<file path="config.mk">
export PLATFORM = sky130hd
export DESIGN_NAME = key_sw_reader
export DESIGN_NICKNAME = d
export VERILOG_FILES = /design/src/rtl/key_sw_pkg.sv /design/src/rtl/key_sw_reader_debounce.sv /design/src/rtl/key_sw_reader.sv
export SDC_FILE = /design/constraint.sdc
export NUM_CORES = 1
export LEC_CHECK = 0
export BUFFER_PORTS_ARGS = -buffer_cell sky130_fd_sc_hd__buf_4
export CAP_MARGIN = 20
export CORE_MARGIN = 2
export CORE_UTILIZATION = 55
export CTS_CLUSTER_DIAMETER = 150
export CTS_CLUSTER_SIZE = 28
export DETAILED_ROUTE_END_ITERATION = 10
export PLACE_DENSITY = 0.87
export SLEW_MARGIN = 20
export SYNTH_ARGS = -nofsm -noshare
export SYNTH_HDL_FRONTEND = slang
export SYNTH_SLANG_ARGS = --single-unit
</file>
<file path="constraint.sdc">
create_clock -name CLOCK_50 -period 8.5 [get_ports CLOCK_50]
set_input_delay 1.275 -clock CLOCK_50 [delete_from_list [all_inputs] [get_ports CLOCK_50]]
set_output_delay 1.275 -clock CLOCK_50 [all_outputs]
set_load 0.02 [all_outputs]
</file>
<file path="src/rtl/key_sw_pkg.sv">
// Shared types and constants for the key/switch capture block.
package key_sw_pkg;

  typedef enum logic {
    IDLE = 1'b0,
    HOLD = 1'b1
  } state_t;

  localparam int KEY_W   = 2;
  localparam int KEY_CLR = 0;
  localparam int KEY_CAP = 1;
  localparam int SW_W    = 10;

  // Counter width needed to reach cycles-1 (cycles >= 2).
  function automatic int cnt_width(input int unsigned cycles);
    return (cycles > 2) ? $clog2(cycles) : 1;
  endfunction

endpackage

</file>
<file path="src/rtl/key_sw_reader_debounce.sv">
// Per-bit 2-flop synchronizer plus counter-based debouncer.
// FILTER=0 skips the counter and passes the synchronized bit straight to q.
module debounce
  import key_sw_pkg::*;
#(
  parameter int unsigned CYCLES  = 1000000,
  parameter bit          RST_VAL = 1'b0,
  parameter bit          FILTER  = 1'b1
) (
  input  logic clk,
  input  logic rst,
  input  logic din,
  output logic sync,
  output logic q
);

  logic s1, s2;

  // Two-flop synchronizer; resets to the idle level of the input.
  always_ff @(posedge clk or posedge rst) begin
    if (rst) begin
      s1 <= RST_VAL;
      s2 <= RST_VAL;
    end else begin
      s1 <= din;
      s2 <= s1;
    end
  end

  assign sync = s2;

  generate
    if (FILTER) begin : g_filt
      localparam int CNT_W = cnt_width(CYCLES);
      localparam logic [CNT_W-1:0] LAST = CNT_W'(CYCLES - 1);

      logic [CNT_W-1:0] cnt;
      logic             stable;

      // Count consecutive disagreeing samples; adopt the sample once it has
      // disagreed for CYCLES cycles in a row.
      always_ff @(posedge clk or posedge rst) begin
        if (rst) begin
          cnt    <= '0;
          stable <= RST_VAL;
        end else if (s2 == stable) begin
          cnt <= '0;
        end else if (cnt == LAST) begin
          stable <= s2;
          cnt    <= '0;
        end else begin
          cnt <= cnt + 1'b1;
        end
      end

      assign q = stable;
    end else begin : g_pass
      assign q = s2;
    end
  endgenerate

endmodule

</file>
<file path="src/rtl/key_sw_reader.sv">
// Key/switch reader: debounced KEY[1] captures the switch word into a
// valid/ready holding register, KEY[0] clears. Define SW_DEBOUNCE_EN to
// debounce the switches as well; otherwise they are only synchronized.
module key_sw_reader
  import key_sw_pkg::*;
#(
  parameter int unsigned DEBOUNCE_CYCLES = 1000000
) (
  input  logic             CLOCK_50,
  input  logic             RESET,
  input  logic [KEY_W-1:0] KEY,
  input  logic [SW_W-1:0]  SW,
  output logic [SW_W-1:0]  data,
  output logic             valid,
  input  logic             ready,
  output logic             overflow,
  output logic [7:0]       press_count
);

`ifdef SW_DEBOUNCE_EN
  localparam bit SW_FILT = 1'b1;
`else
  localparam bit SW_FILT = 1'b0;
`endif

  logic [KEY_W-1:0] key_sync, key_db, key_prev, key_fall, armed;
  logic [SW_W-1:0]  sw_db, sw_sync_unused;
  logic [1:0]       flush;

  generate
    for (genvar i = 0; i < KEY_W; i++) begin : g_key
      debounce #(.CYCLES(DEBOUNCE_CYCLES), .RST_VAL(1'b1), .FILTER(1'b1)) u_db (
        .clk (CLOCK_50),
        .rst (RESET),
        .din (KEY[i]),
        .sync(key_sync[i]),
        .q   (key_db[i])
      );
    end
    for (genvar i = 0; i < SW_W; i++) begin : g_sw
      debounce #(.CYCLES(DEBOUNCE_CYCLES), .RST_VAL(1'b0), .FILTER(SW_FILT)) u_db (
        .clk (CLOCK_50),
        .rst (RESET),
        .din (SW[i]),
        .sync(sw_sync_unused[i]),
        .q   (sw_db[i])
      );
    end
  endgenerate

  // A key is armed only after its real (post-reset) synchronized level has
  // been seen released, so a key held through reset never yields a press.
  // flush marks when the synchronizer holds real samples instead of reset values.
  always_ff @(posedge CLOCK_50 or posedge RESET) begin
    if (RESET) begin
      flush    <= '0;
      armed    <= '0;
      key_prev <= '1;
    end else begin
      flush    <= {flush[0], 1'b1};
      armed    <= armed | ({KEY_W{flush[1]}} & key_sync);
      key_prev <= key_db;
    end
  end

  // One-cycle press pulse on a debounced 1->0 edge; releases are ignored.
  assign key_fall = armed & key_prev & ~key_db;

  logic            cap, clr;
  state_t          state, state_nxt;
  logic [SW_W-1:0] data_nxt;
  logic            ovf_nxt;
  logic [7:0]      cnt_nxt;

  assign cap   = key_fall[KEY_CAP];
  assign clr   = key_fall[KEY_CLR];
  assign valid = (state == HOLD);

  // State and capture registers.
  always_ff @(posedge CLOCK_50 or posedge RESET) begin
    if (RESET) begin
      state       <= IDLE;
      data        <= '0;
      overflow    <= 1'b0;
      press_count <= '0;
    end else begin
      state       <= state_nxt;
      data        <= data_nxt;
      overflow    <= ovf_nxt;
      press_count <= cnt_nxt;
    end
  end

  // Next-state logic. Clear beats capture; a handshake in the clear cycle
  // still completes because valid&&ready is visible to the consumer then.
  always_comb begin
    state_nxt = state;
    data_nxt  = data;
    ovf_nxt   = overflow;
    cnt_nxt   = press_count;
    if (clr) begin
      state_nxt = IDLE;
      ovf_nxt   = 1'b0;
    end else begin
      unique case (state)
        IDLE: begin
          if (cap) begin
            state_nxt = HOLD;
            data_nxt  = sw_db;
            cnt_nxt   = press_count + 8'd1;
          end
        end
        HOLD: begin
          if (cap) begin
            if (ready) begin
              data_nxt = sw_db;
              cnt_nxt  = press_count + 8'd1;
            end else begin
              ovf_nxt = 1'b1;
            end
          end else if (ready) begin
            state_nxt = IDLE;
          end
        end
        default: state_nxt = IDLE;
      endcase
    end
  end

endmodule

</file>
==> summary.md <==
| Metric | Value |
|---|---|
| Design Area, Final | approximately 0.0042 mm2 |
| Fraction of registers with async set/reset | 1.00 |
| Initial antenna violation count | 0 |
| Synth Warn # | 0 |
| Final ANT Viol Nets | 0 |
| Area grow syn2layout | 14.7% |
| # port buffers | 34 |
| IO Pins | 35 |
| Initial DRC Count | 137 |
| R2R cell count | 5 |
| Pre-antenna DRT Iters | 4 |
| Final clock skew | roughly 0.015 ns |
| Final nets | approximately 370 |
| Total power draw | about 0.00075 W |
| Starting Density | 0.575 |
| Seq pwr share | 0.601 |
| Core area | 0.00639 mm2 |
| Htree depth | 3 |
| Site row count | 29 |
| Prevailing post-synth register cell | dfrtp_1 |
| Crit path max fanout | 11 |
| F_max | approximately 0.42 GHz |
| Share of cells above drive strength 1 | 0.233 |
| Skew-Pair Late Insertion Delay | approximately 0.36 ns |
| Final hold viol count | 0 |
| CP Launch Type | register |
| Comb power frac | 0.030 |
| Worst-margin pin slew | roughly 0.78 ns |
| Pleak | 1.79 nW |
| Switching share of power | 0.244 |
| CP required | between 8 and 9 ns |
| Synthesized area | approximately 0.0037 mm2 |
| CTS max path bufs | 2 |
| TritonCTS Sinks | 92 |
| Most common cell in the netlist | dfrtp_1 |
| Clk slew on worst S/H paths | roughly 0.090 ns |
| Biggest area consumer among synthesized cells | dfrtp_1 |
| Worst VDD drop | 140 uV |
| DP Cell Count | 413 |
| Net Sw Power | between 0.00015 and 0.0002 W |
| Vias in the first global route | ~2,400 |
| Setup Crit Path Kind | reg -> reg |
| Die Area | 0.00735 mm2 |
| Rel. slew slack | 0.478 |
| Worst Path Arrival | about 2.6 ns |
| WL per Instance | 14.4 um |
| Routed wire length | roughly 6200 um |
| Minimum clock period | 2.36 ns |
| Gpl congestion | a little over 0.8 |
| DRC viols | 0 |
| Non-filler cells, final | between 400 and 500 |
| Crit. End Element | register |
| Worst min-delay path class | reg -> reg |
| Synth Instances | between 300 and 400 |
| DIE HEIGHT | ~86 um |
| Synth cell count leaders | 84 x dfrtp_1, 43 x nor2_1, 31 x xnor2_1 |
| Setup TNS | 0 ns |
| Postcts setup bufs | 0 |
| Clk pwr share | 0.369 |
| Dpl hpwl | approximately 4300 um |
| Number of synthesized flops with an enable pin | 0 |
| Antenna diodes | 0 |
| Top-area cell type share of the netlist area | 0.572 |
| Synth top area cells | dfrtp_1 57%, xnor2_1 7.4%, dfstp_2 5.7% |
| Seq/Total Area, Yosys | 0.630 |
| Unrepaired setup endpoints after global routing | no |
| DIE WIDTH | around 86 um |
| Post-Syn Nets | around 320 |
| Overflow after GRT | 0 |
| Hold Crit Depth | 0 |
| Clk root buf | clkbuf_8 |
| Slew Limit Fails | 0 |
| Hold Slack | about 0.35 ns |
| First-pass GRT wire length | between 10,000 and 15,000 um |
| Maxcap violations | 0 |
| Pwr/cell area | about 180 mW/mm2 |
| Placed inst area | 0.00402 mm2 |
| CTS tree | yes |
| Mean Syn Cell Area | about 12 um2 |
| Setup-failing EPs final | 0 |
| Via Count | around 2,400 |
| Post-synth cell types | 38 |
| Largest net degree at the start of global routing | a little over 90 |
| TritonCTS buffer count | 9 |
| Status | complete, no violations |
| Vias per inst | 5.49 |
| PostCTS Resize Cnt | 0 |
| Total GRT Usage | 0.188 |
| Int Power | 0.000567 W |
| FF+latch count, synth | slightly above 90 |
| Hold buffers post-CTS | 0 |
| Tcrit/Tclk final | 0.277 |
## layout make-up
cell class / count / area, um2
Clock inverter: 7 / 62.6
Fill cell: 448 / 2170
Sequential cell: 92 / 2310
Multi-Input combinational cell: 197 / 1300
Clock buffer: 9 / 124
Tap cell: 77 / 96.3
Inverter: 11 / 42.5
Timing Repair Buffer: 36 / 274
## power by group through the flow
stage	registers [W]	clock network, W	logic, W
2_1_floorplan	0.000458	0	0.0000137
3_3_place_gp	0.000459	0	0.0000218
3_5_place_dp	0.000460	0	0.0000229
4_1_cts	0.000451	0.000284	0.0000229
5_1_grt	0.000452	0.000303	0.0000258
6_report	0.000451	0.000277	0.0000223
## cell usage in the layout, fill, tap and decap left out, types with 2 or more instances in the layout
cell      netlist  routed
o21ai_0         4       4
inv_6           0       4
mux2_2         12      12
nand4_1        15      15
nand2_1        12      12
inv_1          11      10
a31o_2          2       2
mux2i_1         2       2
ha_1            3       3
a21o_1          2       2
or3_1           2       2
nand3_1        13      13
dfstp_2         8       8
nor3_1          9       9
nor2_1         43      43
a21oi_1         5       5
or4_1           2       2
nor4_1         13      13
dfrtp_1        84      84
clkbuf_8        0       9
xor2_1          8       8
buf_4           0      35
and3_1          3       3
nor2b_1         3       3
xnor2_1        31      31
## path summary, 6_finish.rpt
| path | startpoint | endpoint | slack (ns) |
|---|---|---|---|
| worst max-delay path | g_key[1].u_db.g_filt.cnt[16]$_DFF_PP0_ | g_key[1].u_db.g_filt.cnt[0]$_DFF_PP0_ | 6.14 |
| worst min-delay path | g_sw[4].u_db.s1$_DFF_PP0_ | g_sw[4].u_db.q$_DFF_PP0_ | 0.35 |
| worst max register to register | g_key[1].u_db.g_filt.cnt[16]$_DFF_PP0_ | g_key[1].u_db.g_filt.cnt[0]$_DFF_PP0_ | 6.14 |
| worst min register to register | g_sw[4].u_db.s1$_DFF_PP0_ | g_sw[4].u_db.q$_DFF_PP0_ | 0.35 |
| max in group asynchronous | RESET | data[8]$_DFFE_PP0P_ | 6.85 |
| min in group asynchronous | RESET | data[5]$_DFFE_PP0P_ | 1.12 |
## cell families (layout without fill, tap and decap cells)
kind of cell / after synthesis / in the layout / synth area share
muxes: 15 / 15 / 0.0453
DFF: 92 / 92 / 0.630
xor gates and xnor gates: 39 / 39 / 0.0930
other: 1 / 1 / 0.00102
buffers and inverters: 16 / 63 / 0.0194
AOI/OAI and AO/OA: 16 / 16 / 0.0303
and+or+nand+nor: 123 / 123 / 0.171
adders and majority gates: 3 / 3 / 0.0102
## stage by stage
stage	setup slack (ns)	utilization
final	6.14	0.659
after global routing	5.94	0.659
after CTS	5.99	0.658
after detailed placement	5.61	0.629
after global placement	5.68	0.629
after floorplan	4.85	-
## worst max-delay path, cell delays in order, from the launching register on
cell	delay, ns
dfrtp_1	0.44
nand3_1	0.13
or4b_2	0.68
o31ai_2	0.65
buf_4	0.30
nor2_1	0.06
## layer usage
metal  share of wire  vias to the layer above  global-route usage  wire [um]
met5               0                        -                   0          0
met4           0.010                        0              0.0707         63
met3           0.041                        6              0.0606        254
met2            0.51                       61               0.305       3180
met1            0.43                     1152               0.238       2680
li1                -                     1136                   -          -
## state kept, by name, summed over array words and instances, names as in the netlist
signal                 flops
g_key.u_db.s1              2
press_count                8
data                      10
g_sw.u_db.q               10
armed                      2
g_sw.u_db.s1              10
g_key.u_db.g_filt.cnt     40
g_key.u_db.sync            2
valid                      1
flush                      2
overflow                   1
key_prev                   2
g_key.u_db.q               2
Note: power is estimated with default switching activity, not from simulation.
